$ cat config.mk
export PLATFORM = sky130hd
export DESIGN_NAME = hdr_frame_tracker
export DESIGN_NICKNAME = d
export VERILOG_FILES = /design/src/rtl/hdr_frame_tracker_pkg.sv /design/src/rtl/hdr_frame_tick_detect.sv /design/src/rtl/hdr_frame_tracker.sv
export SDC_FILE = /design/constraint.sdc
export NUM_CORES = 1
export LEC_CHECK = 0
export CORE_MARGIN = 2
export CORE_UTILIZATION = 47
export CTS_CLUSTER_DIAMETER = 80
export DETAILED_ROUTE_END_ITERATION = 7
export PLACE_DENSITY_LB_ADDON = 0.1
export SETUP_SLACK_MARGIN = 0.02
export SYNTH_ARGS = -nofsm -noshare
export SYNTH_HDL_FRONTEND = slang
export SYNTH_SLANG_ARGS = --single-unit
$ cat constraint.sdc
create_clock -name i_fcnt_clk -period 4.14 [get_ports i_fcnt_clk]
set_input_delay 0.828 -clock i_fcnt_clk [delete_from_list [all_inputs] [get_ports i_fcnt_clk]]
set_output_delay 0.828 -clock i_fcnt_clk [all_outputs]
set_load 0.05 [all_outputs]
$ cat src/rtl/hdr_frame_tracker_pkg.sv
// -----------------------------------------------------------------------------
// hdr_frame_tracker_pkg
// Shared definitions for the HDR target frame tracking logic:
//   - fcnt_state_e   : tracker state encoding (IDLE, COUNT, LAST)
//   - DEF_TICK_A/B   : default bit positions that mark a frame boundary
//   - byte_to_frames : converts a byte length into a DDR frame count
//                      (two bytes per frame, rounded up)
// -----------------------------------------------------------------------------
package hdr_frame_tracker_pkg;

  typedef enum logic [1:0] {
    FCNT_IDLE  = 2'd0,
    FCNT_COUNT = 2'd1,
    FCNT_LAST  = 2'd2
  } fcnt_state_e;

  // Bit position of the short/command frame boundary.
  localparam int DEF_TICK_A = 6;
  // Bit position of the data frame boundary.
  localparam int DEF_TICK_B = 16;

  // Widest length register the conversion helper supports.
  localparam int MAX_CNT_W = 32;

  // frames = ceil(len / 2) = (len + 1) >> 1.
  // The length is first masked to cnt_w bits and the sum is carried one bit
  // wider than the register, so an all-ones length gives 2^(cnt_w-1) instead
  // of wrapping to zero. The caller truncates the result back to cnt_w bits.
  function automatic logic [31:0] byte_to_frames(input logic [31:0] len,
                                                 input int          cnt_w);
    logic [32:0] mask;
    logic [32:0] sum;
    mask = (33'd1 << cnt_w) - 33'd1;
    sum  = ({1'b0, len} & mask) + 33'd1;
    return sum[32:1];
  endfunction

endpackage

$ cat src/rtl/hdr_frame_tick_detect.sv
// -----------------------------------------------------------------------------
// hdr_frame_tick_detect
// Frame boundary detector. A tick is produced only when the bit-counter
// advance strobe is high while the bit counter sits on one of the two frame
// boundary positions. Purely combinational so the consumer sees the tick in
// the same cycle as the strobe. Shared by target- and controller-side counters.
//
// Ports:
//   bit_count  in  BITCNT_W  current bit position of the bit counter
//   toggle     in  1         bit-counter advance strobe
//   tick       out 1         frame boundary reached this cycle
// -----------------------------------------------------------------------------
module hdr_frame_tick_detect
  import hdr_frame_tracker_pkg::*;
#(
  parameter int BITCNT_W = 6,
  parameter int TICK_A   = DEF_TICK_A,
  parameter int TICK_B   = DEF_TICK_B
) (
  input  logic [BITCNT_W-1:0] bit_count,
  input  logic                toggle,
  output logic                tick
);

  localparam logic [BITCNT_W-1:0] POS_A = BITCNT_W'(TICK_A);
  localparam logic [BITCNT_W-1:0] POS_B = BITCNT_W'(TICK_B);

  logic hit_a;
  logic hit_b;

  assign hit_a = (bit_count == POS_A);
  assign hit_b = (bit_count == POS_B);

  // The strobe qualifies the compare: a counter parked on a boundary position
  // without advancing must not count a second frame.
  assign tick = toggle & (hit_a | hit_b);

endmodule

$ cat src/rtl/hdr_frame_tracker.sv
// -----------------------------------------------------------------------------
// hdr_frame_tracker
// Tracks the remaining HDR-DDR data frames of a transfer for the target FSM.
// The frame limit is sampled from the CCC, read or write length register while
// idle; every frame boundary tick then counts it down. The counter saturates
// at zero in LAST, where a further tick raises a sticky overrun flag.
//
// Ports:
//   i_fcnt_clk          in  1         clock
//   i_fcnt_rst_n        in  1         asynchronous active-low reset
//   i_fcnt_en           in  1         tracking enable; low returns to IDLE/reload
//   i_fcnt_hold         in  1         freeze counter and state (ticks dropped)
//   i_fcnt_abort        in  1         synchronous abort to IDLE
//   i_nt_rnw            in  1         1 = read transfer, 0 = write
//   i_fcnt_ccc          in  1         1 = CCC transfer (overrides rnw)
//   i_regf_MAX_RD_LEN   in  CNT_W     read length
//   i_regf_MAX_WR_LEN   in  CNT_W     write length
//   i_regf_CCC_LEN      in  CNT_W     CCC payload length
//   i_cnt_bit_count     in  BITCNT_W  current bit position
//   i_bitcnt_toggle     in  1         bit-counter advance strobe
//   o_fcnt_remaining    out CNT_W     frames remaining
//   o_fcnt_almost_last  out 1         remaining == 1 while counting
//   o_fcnt_last_frame   out 1         level, high while in LAST
//   o_fcnt_last_pulse   out 1         one-cycle pulse on entry to LAST
//   o_fcnt_overrun      out 1         sticky: tick seen while in LAST
// -----------------------------------------------------------------------------
module hdr_frame_tracker
  import hdr_frame_tracker_pkg::*;
#(
  parameter int CNT_W     = 16,
  parameter int BITCNT_W  = 6,
  parameter int TICK_A    = DEF_TICK_A,
  parameter int TICK_B    = DEF_TICK_B,
  parameter int BYTE_MODE = 0
) (
  input  logic                i_fcnt_clk,
  input  logic                i_fcnt_rst_n,
  input  logic                i_fcnt_en,
  input  logic                i_fcnt_hold,
  input  logic                i_fcnt_abort,
  input  logic                i_nt_rnw,
  input  logic                i_fcnt_ccc,
  input  logic [CNT_W-1:0]    i_regf_MAX_RD_LEN,
  input  logic [CNT_W-1:0]    i_regf_MAX_WR_LEN,
  input  logic [CNT_W-1:0]    i_regf_CCC_LEN,
  input  logic [BITCNT_W-1:0] i_cnt_bit_count,
  input  logic                i_bitcnt_toggle,
  output logic [CNT_W-1:0]    o_fcnt_remaining,
  output logic                o_fcnt_almost_last,
  output logic                o_fcnt_last_frame,
  output logic                o_fcnt_last_pulse,
  output logic                o_fcnt_overrun
);

  localparam logic [CNT_W-1:0] ONE = CNT_W'(1);
  localparam logic [CNT_W-1:0] TWO = CNT_W'(2);

  // ---------------------------------------------------------------------------
  // Frame boundary detection
  // ---------------------------------------------------------------------------
  logic tick;

  hdr_frame_tick_detect #(
    .BITCNT_W (BITCNT_W),
    .TICK_A   (TICK_A),
    .TICK_B   (TICK_B)
  ) u_tick_detect (
    .bit_count (i_cnt_bit_count),
    .toggle    (i_bitcnt_toggle),
    .tick      (tick)
  );

  // ---------------------------------------------------------------------------
  // Load value selection: CCC length wins over the read/write choice.
  // ---------------------------------------------------------------------------
  logic [CNT_W-1:0] len_sel;
  logic [CNT_W-1:0] load_val;

  always_comb begin
    len_sel = i_regf_MAX_WR_LEN;
    if (i_fcnt_ccc) begin
      len_sel = i_regf_CCC_LEN;
    end else if (i_nt_rnw) begin
      len_sel = i_regf_MAX_RD_LEN;
    end
  end

  generate
    if (BYTE_MODE != 0) begin : g_byte_len
      assign load_val = CNT_W'(byte_to_frames(32'(len_sel), CNT_W));
    end else begin : g_frame_len
      assign load_val = len_sel;
    end
  endgenerate

  // ---------------------------------------------------------------------------
  // State and counter registers
  // ---------------------------------------------------------------------------
  fcnt_state_e      state_reg,     state_next;
  logic [CNT_W-1:0] remaining_reg, remaining_next;
  logic             almost_reg,    almost_next;
  logic             last_reg,      last_next;
  logic             pulse_reg,     pulse_next;
  logic             overrun_reg,   overrun_next;

  always_ff @(posedge i_fcnt_clk or negedge i_fcnt_rst_n) begin
    if (!i_fcnt_rst_n) begin
      state_reg     <= FCNT_IDLE;
      remaining_reg <= '0;
      almost_reg    <= 1'b0;
      last_reg      <= 1'b0;
      pulse_reg     <= 1'b0;
      overrun_reg   <= 1'b0;
    end else begin
      state_reg     <= state_next;
      remaining_reg <= remaining_next;
      almost_reg    <= almost_next;
      last_reg      <= last_next;
      pulse_reg     <= pulse_next;
      overrun_reg   <= overrun_next;
    end
  end

  // ---------------------------------------------------------------------------
  // Next-state logic. Edge priority: abort > en low > hold > tick.
  // ---------------------------------------------------------------------------
  always_comb begin
    state_next     = state_reg;
    remaining_next = remaining_reg;
    almost_next    = almost_reg;
    last_next      = last_reg;
    overrun_next   = overrun_reg;
    // The pulse is never frozen by hold, so it stays exactly one cycle wide
    // even if hold is raised right after entry to LAST.
    pulse_next     = 1'b0;

    if (i_fcnt_abort) begin
      // Abort wins over everything, including a tick on the same edge.
      state_next     = FCNT_IDLE;
      remaining_next = '0;
      almost_next    = 1'b0;
      last_next      = 1'b0;
      overrun_next   = 1'b0;
    end else begin
      unique case (state_reg)
        FCNT_IDLE: begin
          // Continuous reload: the length register is only sampled here, so
          // later changes during COUNT/LAST have no effect on this transfer.
          remaining_next = load_val;
          almost_next    = 1'b0;
          last_next      = 1'b0;
          overrun_next   = 1'b0;
          if (i_fcnt_en) begin
            if (load_val == '0) begin
              state_next = FCNT_LAST;
              last_next  = 1'b1;
              pulse_next = 1'b1;
            end else begin
              state_next  = FCNT_COUNT;
              almost_next = (load_val == ONE);
            end
          end
        end

        FCNT_COUNT, FCNT_LAST: begin
          if (!i_fcnt_en) begin
            state_next     = FCNT_IDLE;
            remaining_next = '0;
            almost_next    = 1'b0;
            last_next      = 1'b0;
            overrun_next   = 1'b0;
          end else if (i_fcnt_hold) begin
            // Frozen: keep state, count and sticky flags; drop the tick.
          end else if (tick) begin
            if (state_reg == FCNT_LAST) begin
              // Counter saturates at zero; the extra frame is reported.
              overrun_next = 1'b1;
            end else if (remaining_reg <= ONE) begin
              // Final frame consumed: LAST is visible one clock after the tick.
              state_next     = FCNT_LAST;
              remaining_next = '0;
              almost_next    = 1'b0;
              last_next      = 1'b1;
              pulse_next     = 1'b1;
            end else begin
              remaining_next = remaining_reg - ONE;
              almost_next    = (remaining_reg == TWO);
            end
          end
        end

        default: begin
          // Unused encoding: recover to a clean IDLE.
          state_next     = FCNT_IDLE;
          remaining_next = '0;
          almost_next    = 1'b0;
          last_next      = 1'b0;
          overrun_next   = 1'b0;
        end
      endcase
    end
  end

  // ---------------------------------------------------------------------------
  // Outputs come straight from registers.
  // ---------------------------------------------------------------------------
  assign o_fcnt_remaining   = remaining_reg;
  assign o_fcnt_almost_last = almost_reg;
  assign o_fcnt_last_frame  = last_reg;
  assign o_fcnt_last_pulse  = pulse_reg;
  assign o_fcnt_overrun     = overrun_reg;

endmodule

Word-level counts from Yosys, hierarchy flattened. Index checks and enable logic that the tools add are counted.

Flip-flop bits (word level): 22. Bits of input ports: 62. Output and inout bits: 20. Word-level logic and storage cells: 78.

Add/subtract/negate cells: 1. Order comparisons: 1. Eq/ne operators: 12. Multiplexer cells: 49. Bitwise operators: 2. Reductions and logical operators: 7.

Operator list (number): 16-bit two-way mux (8); 16-bit case mux with 2 select lines (1); 1-bit two-way mux (28); 4-bit inequality test, second input constant (5); 16-bit by 1-bit equality test with 1-bit output, second input constant (1); 16-bit by 2-bit equality test with 1-bit output, second input constant (1); 16-bit by 1-bit <= comparator with 1-bit output, second input constant (1); 16-bit zero test (1); 2-bit two-way mux (8); 16-bit by 1-bit subtractor with 16-bit output, second input constant (1); 6-bit by 3-bit equality test with 1-bit output, second input constant (1); 6-bit by 5-bit equality test with 1-bit output, second input constant (1); 1-bit case mux with 2 select lines (3); 3-bit AND reduction (2); 5-bit AND reduction (1); 2-bit case mux with 2 select lines (1); 4-bit AND reduction (1); 3-bit inequality test, second input constant (1); 2-bit by 1-bit equality test with 1-bit output, second input constant (1); 2-bit equality test, second input constant (1); 2-bit zero test (1); 2-bit OR reduction (1); 1-bit bitwise AND (1); 1-bit OR (1).

Depth between registers and ports, before layout.
Depth in word-level cells: 8. Depth in mapped cells: 8. Depth with buffers taken out: 8.

By module. From an unflattened synthesis, not the netlist that was laid out.

Cell total of the unflattened synthesis: 229. Area total of the unflattened synthesis: 1863.0 um^2.

Modules (own cells, without submodules): hdr_frame_tracker (times used 1, cells each 225, area an instance 1828.0 um^2, seq. area each 550.5 um^2); hdr_frame_tick_detect (times used 1, cells each 4, area an instance 35.0 um^2, seq. area each 0.0 um^2).

Worst setup path before layout. Ideal clock, no wire load.

Kind: in2reg. From: input port i_cnt_bit_count[0]. To: register remaining_reg[3] (netlist: o_fcnt_remaining[3]). Setup time: 0.130 ns. Arrival time: 2.326 ns. Data required time: 4.010 ns. Slack: 1.684 ns. Cell stages on the path: 7. Path buffers: 1. Cell sequence: or4b_1 a211o_1 nand3_1 o21a_1 clkbuf_1 o21ai_0 o2bb2ai_1.

Cells in the longest elaborated chain, start to end: 5. Elaborated cells on any way between the ends: 6. Classes of those cells: eq/ne (3); bitwise (2); reduce/logical (1).

RTL lines: from (decl) (line hdr_frame_tracker.sv:46) `input logic [BITCNT_W-1:0] i_cnt_bit_count,`; 6-bit by 3-bit equality test with 1-bit output or 6-bit by 5-bit equality test with 1-bit output (tied branches) (line hdr_frame_tick_detect.sv:31, hdr_frame_tick_detect.sv:32); 1-bit OR * (line hdr_frame_tick_detect.sv:36) `assign tick = toggle & (hit_a | hit_b);`; 1-bit bitwise AND * (line hdr_frame_tick_detect.sv:36); 4-bit inequality test (no line) *; 3-bit AND reduction (no line) *; to (signal assigned) (line hdr_frame_tracker.sv:116) `remaining_reg <= remaining_next;`; to (decl) (line hdr_frame_tracker.sv:100) `logic [CNT_W-1:0] remaining_reg, remaining_next;`.

Mark *: on every way between the ends. The rest lies on a longest branch, timed or not. A chain may end at the register's enable or synchronous reset.

Worst setup path in the final report.
From: input port i_cnt_bit_count[4]. To: register remaining_reg[15] (netlist: o_fcnt_remaining[15]).

The elaborated chain is that of the path after synthesis.

==> metrics.md <==
| Metric | Value |
|---|---|
| Status | `finished clean` |
| RSZ-0062 raised after global routing | `no` |
| GRT Util Overall | `0.262` |
| CP max FO | `16` |
| Syn nets | `294` |
| Routed Antenna Nets | `0` |
| Global route total overflow | `0` |
| Routability Congestion | `about 0.84` |
| Commonest cells in the netlist | `o21ai_0, dfrtp_1, nand2_1` |
| Share of layout cells above drive strength 1 | `0.0803` |
| CP endpoint kind | `register` |
| Resized cells post-CTS | `0` |
| Post-Synthesis Cells | `224` |
| Initial DRC count | `around 110` |
| Max transition margin | `0.327` |
| Startpoint Class | `input port` |
| TritonRoute pass-1 iters | `4` |
| Diode count | `0` |
| Vias per cell | `5.95` |
| Post-synth EDFFs | `0` |
| Crit-path cells | `clkdlybuf4s50_1, or3b_2, a211o_1, nand3_1, o21a_1, nand2_1, o21ai_0` |
| Most area-consuming cells after synthesis | `dfrtp_1, mux2i_1, o21ai_0` |
| RR Startpoint | `o_fcnt_remaining[0]` |
| Final Total Pwr | `between 1.5 and 2 mW` |
| Worst Setup SP | `i_cnt_bit_count[4]` |
| First-pass GRT wire length | `around 9300 um` |
| Most frequent cell after synthesis | `o21ai_0` |
| WL final | `6050 um` |
| Fin. max-slew vios | `0` |
| YS warnings | `0` |
| Critical-path top delay cell | `clkdlybuf4s50_1` |
| Hold_sp | `o_fcnt_almost_last` |
| Crit share post-route | `0.776` |
| Vias in the first global route | `1,972` |
| Synth-to-layout area growth | `44.1%` |
| Max-Cap Viols | `0` |
| Post-CTS setup buffer count | `0` |
| Root Buffer | `clkbuf_8` |
| Slew @ Worst Pin | `~1.0 ns` |
| # DRC | `0` |
| PortBufs | `about 80` |
| Die Wd | `between 60 and 70 um` |
| DP Wirelength | `around 4700 um` |
| CTS Hold Buffers Added | `0` |
| CTS Buf Count | `3` |
| Syn_area_per_cell | `between 8 and 9 um^2` |
| H-tree depth | `1` |
| Peak supply drop | `~0.00049 V` |
| Minimum clock period after layout | `between 3 and 4 ns` |
| Cells after DPL | `~350` |
| Setup Skew | `0.00570 ns` |
| Clock sinks | `22` |
| Post-synth ARST share | `1.00` |
| Type of the worst setup path | `input port to register` |
| P_leak | `around 1.1 nW` |
| Synthesized area | `just under 2000 um^2` |
| Yosys top cell area share | `0.283` |
| Die ar. | `approximately 4700 um^2` |
| Area leader, netlist | `dfrtp_1` |
| Fillers | `about 340` |
| Non-filler instance count after layout | `between 300 and 400` |
| I/O pins | `82` |
| Core Area | `about 4000 um^2` |
| Largest net degree at the start of global routing | `23` |
| Required time worst endpoint | `4.32 ns` |
| Final TNS setup | `0 ns` |
| Via count | `2,076` |
| Max Fclk | `0.311 GHz` |
| Largest stage delay, worst path | `approximately 0.47 ns` |
| Skew-Pair Late Insertion Delay | `~0.27 ns` |
| Number of distinct library cells after synthesis | `47` |
| Final setup fails | `0` |
| Nets | `370` |
| Initial antenna violation count | `0` |
| Hold slack | `slightly below 0.5 ns` |
| Rows | `23` |
| Arrival time at the worst endpoint | `3.39 ns` |
| Die Y | `about 68 um` |
| TritonCTS clock tree | `built` |
| Type of the most critical hold path | `register to register` |
| Register area share after synthesis | `0.283` |
| Clock buffer depth | `2` |
| Wirelength per Cell | `approximately 17 um` |
| Fin. Hold Viols | `0` |
| Initial Utilization | `0.486` |
| Most used DFF post-synth | `dfrtp_1` |
| Clock transition at path regs | `0.08 ns` |
| Largest register FFs | `16` |
| Yosys reg bits | `22` |
| Pwr Density | `just over 600 nW/um^2` |
final timing paths:
kind,endpoint,slack (ns),cells after the start
max in group asynchronous,o_fcnt_overrun,2.42,1
hold reg to reg,o_fcnt_almost_last,0.49,2
min in group asynchronous,o_fcnt_remaining[11],1.11,1
hold / removal,o_fcnt_almost_last,0.49,2
setup reg to reg,o_fcnt_remaining[14],1.68,8
setup / recovery,o_fcnt_remaining[15],0.93,7
cells by family (layout without fill, tap and decap cells):
kind of cell,Yosys count,in the layout,share of synthesized area
fa+ha+maj,8,8,0.0514
buf+inv,20,95,0.0598
flops,22,22,0.283
simple gates,74,74,0.221
compound gates,79,79,0.274
mux,21,21,0.111
per-layer routing:
layer / vias to the layer above / routed length, um / track usage
met5: - / 0 / 0
met4: 0 / 130 / 0.105
met3: 12 / 628 / 0.0395
met2: 109 / 2600 / 0.399
met1: 951 / 2690 / 0.370
li1: 1004 / - / -
per-stage QoR:
step | util | worst slack (ns) | area, um^2
2_1_floorplan | - | 1.68 | 1950
6_report | 0.701 | 0.927 | 2800
5_1_grt | 0.701 | 0.782 | 2800
3_5_place_dp | 0.687 | 0.680 | 2750
3_3_place_gp | 0.687 | 0.729 | 2750
4_1_cts | 0.701 | 0.955 | 2800
power by group:
part / total, mW / switching, mW / internal [mW]
registers: 0.391 / 0.105 / 0.287
clock network: 0.158 / 0.0735 / 0.0849
logic: 1.19 / 0.742 / 0.444
cell usage in the layout (no fill, tap or decap), drive strengths merged, types with 8 or more instances in the layout:
cell type,Yosys,final
inv,8,8
dfrtp,22,22
nand2,22,22
mux2i,17,17
o21ai,31,31
o2bb2ai,12,12
clkdlybuf4s50,0,81
nor2,20,20
ha,8,8
nor3,8,8
cell type report:
| class | count | area (um^2) | area share |
|---|---|---|---|
| Tap cell | 50 | 62.6 | 0.0223 |
| Inverter | 8 | 30.0 | 0.0107 |
| Sequential cell | 22 | 551 | 0.196 |
| Multi-Input combinational cell | 182 | 1280 | 0.456 |
| Timing Repair Buffer | 83 | 826 | 0.295 |
| Clock buffer | 4 | 55.1 | 0.0196 |
worst max-delay path: cells and delay by family:
family                 cells  cell delay (ns)
AOI/OAI and AO/OA          3             1.06
and+or+nand+nor            3             1.03
buffers and inverters      1             0.47
No activity file was read; power rests on OpenSTA's default activity.
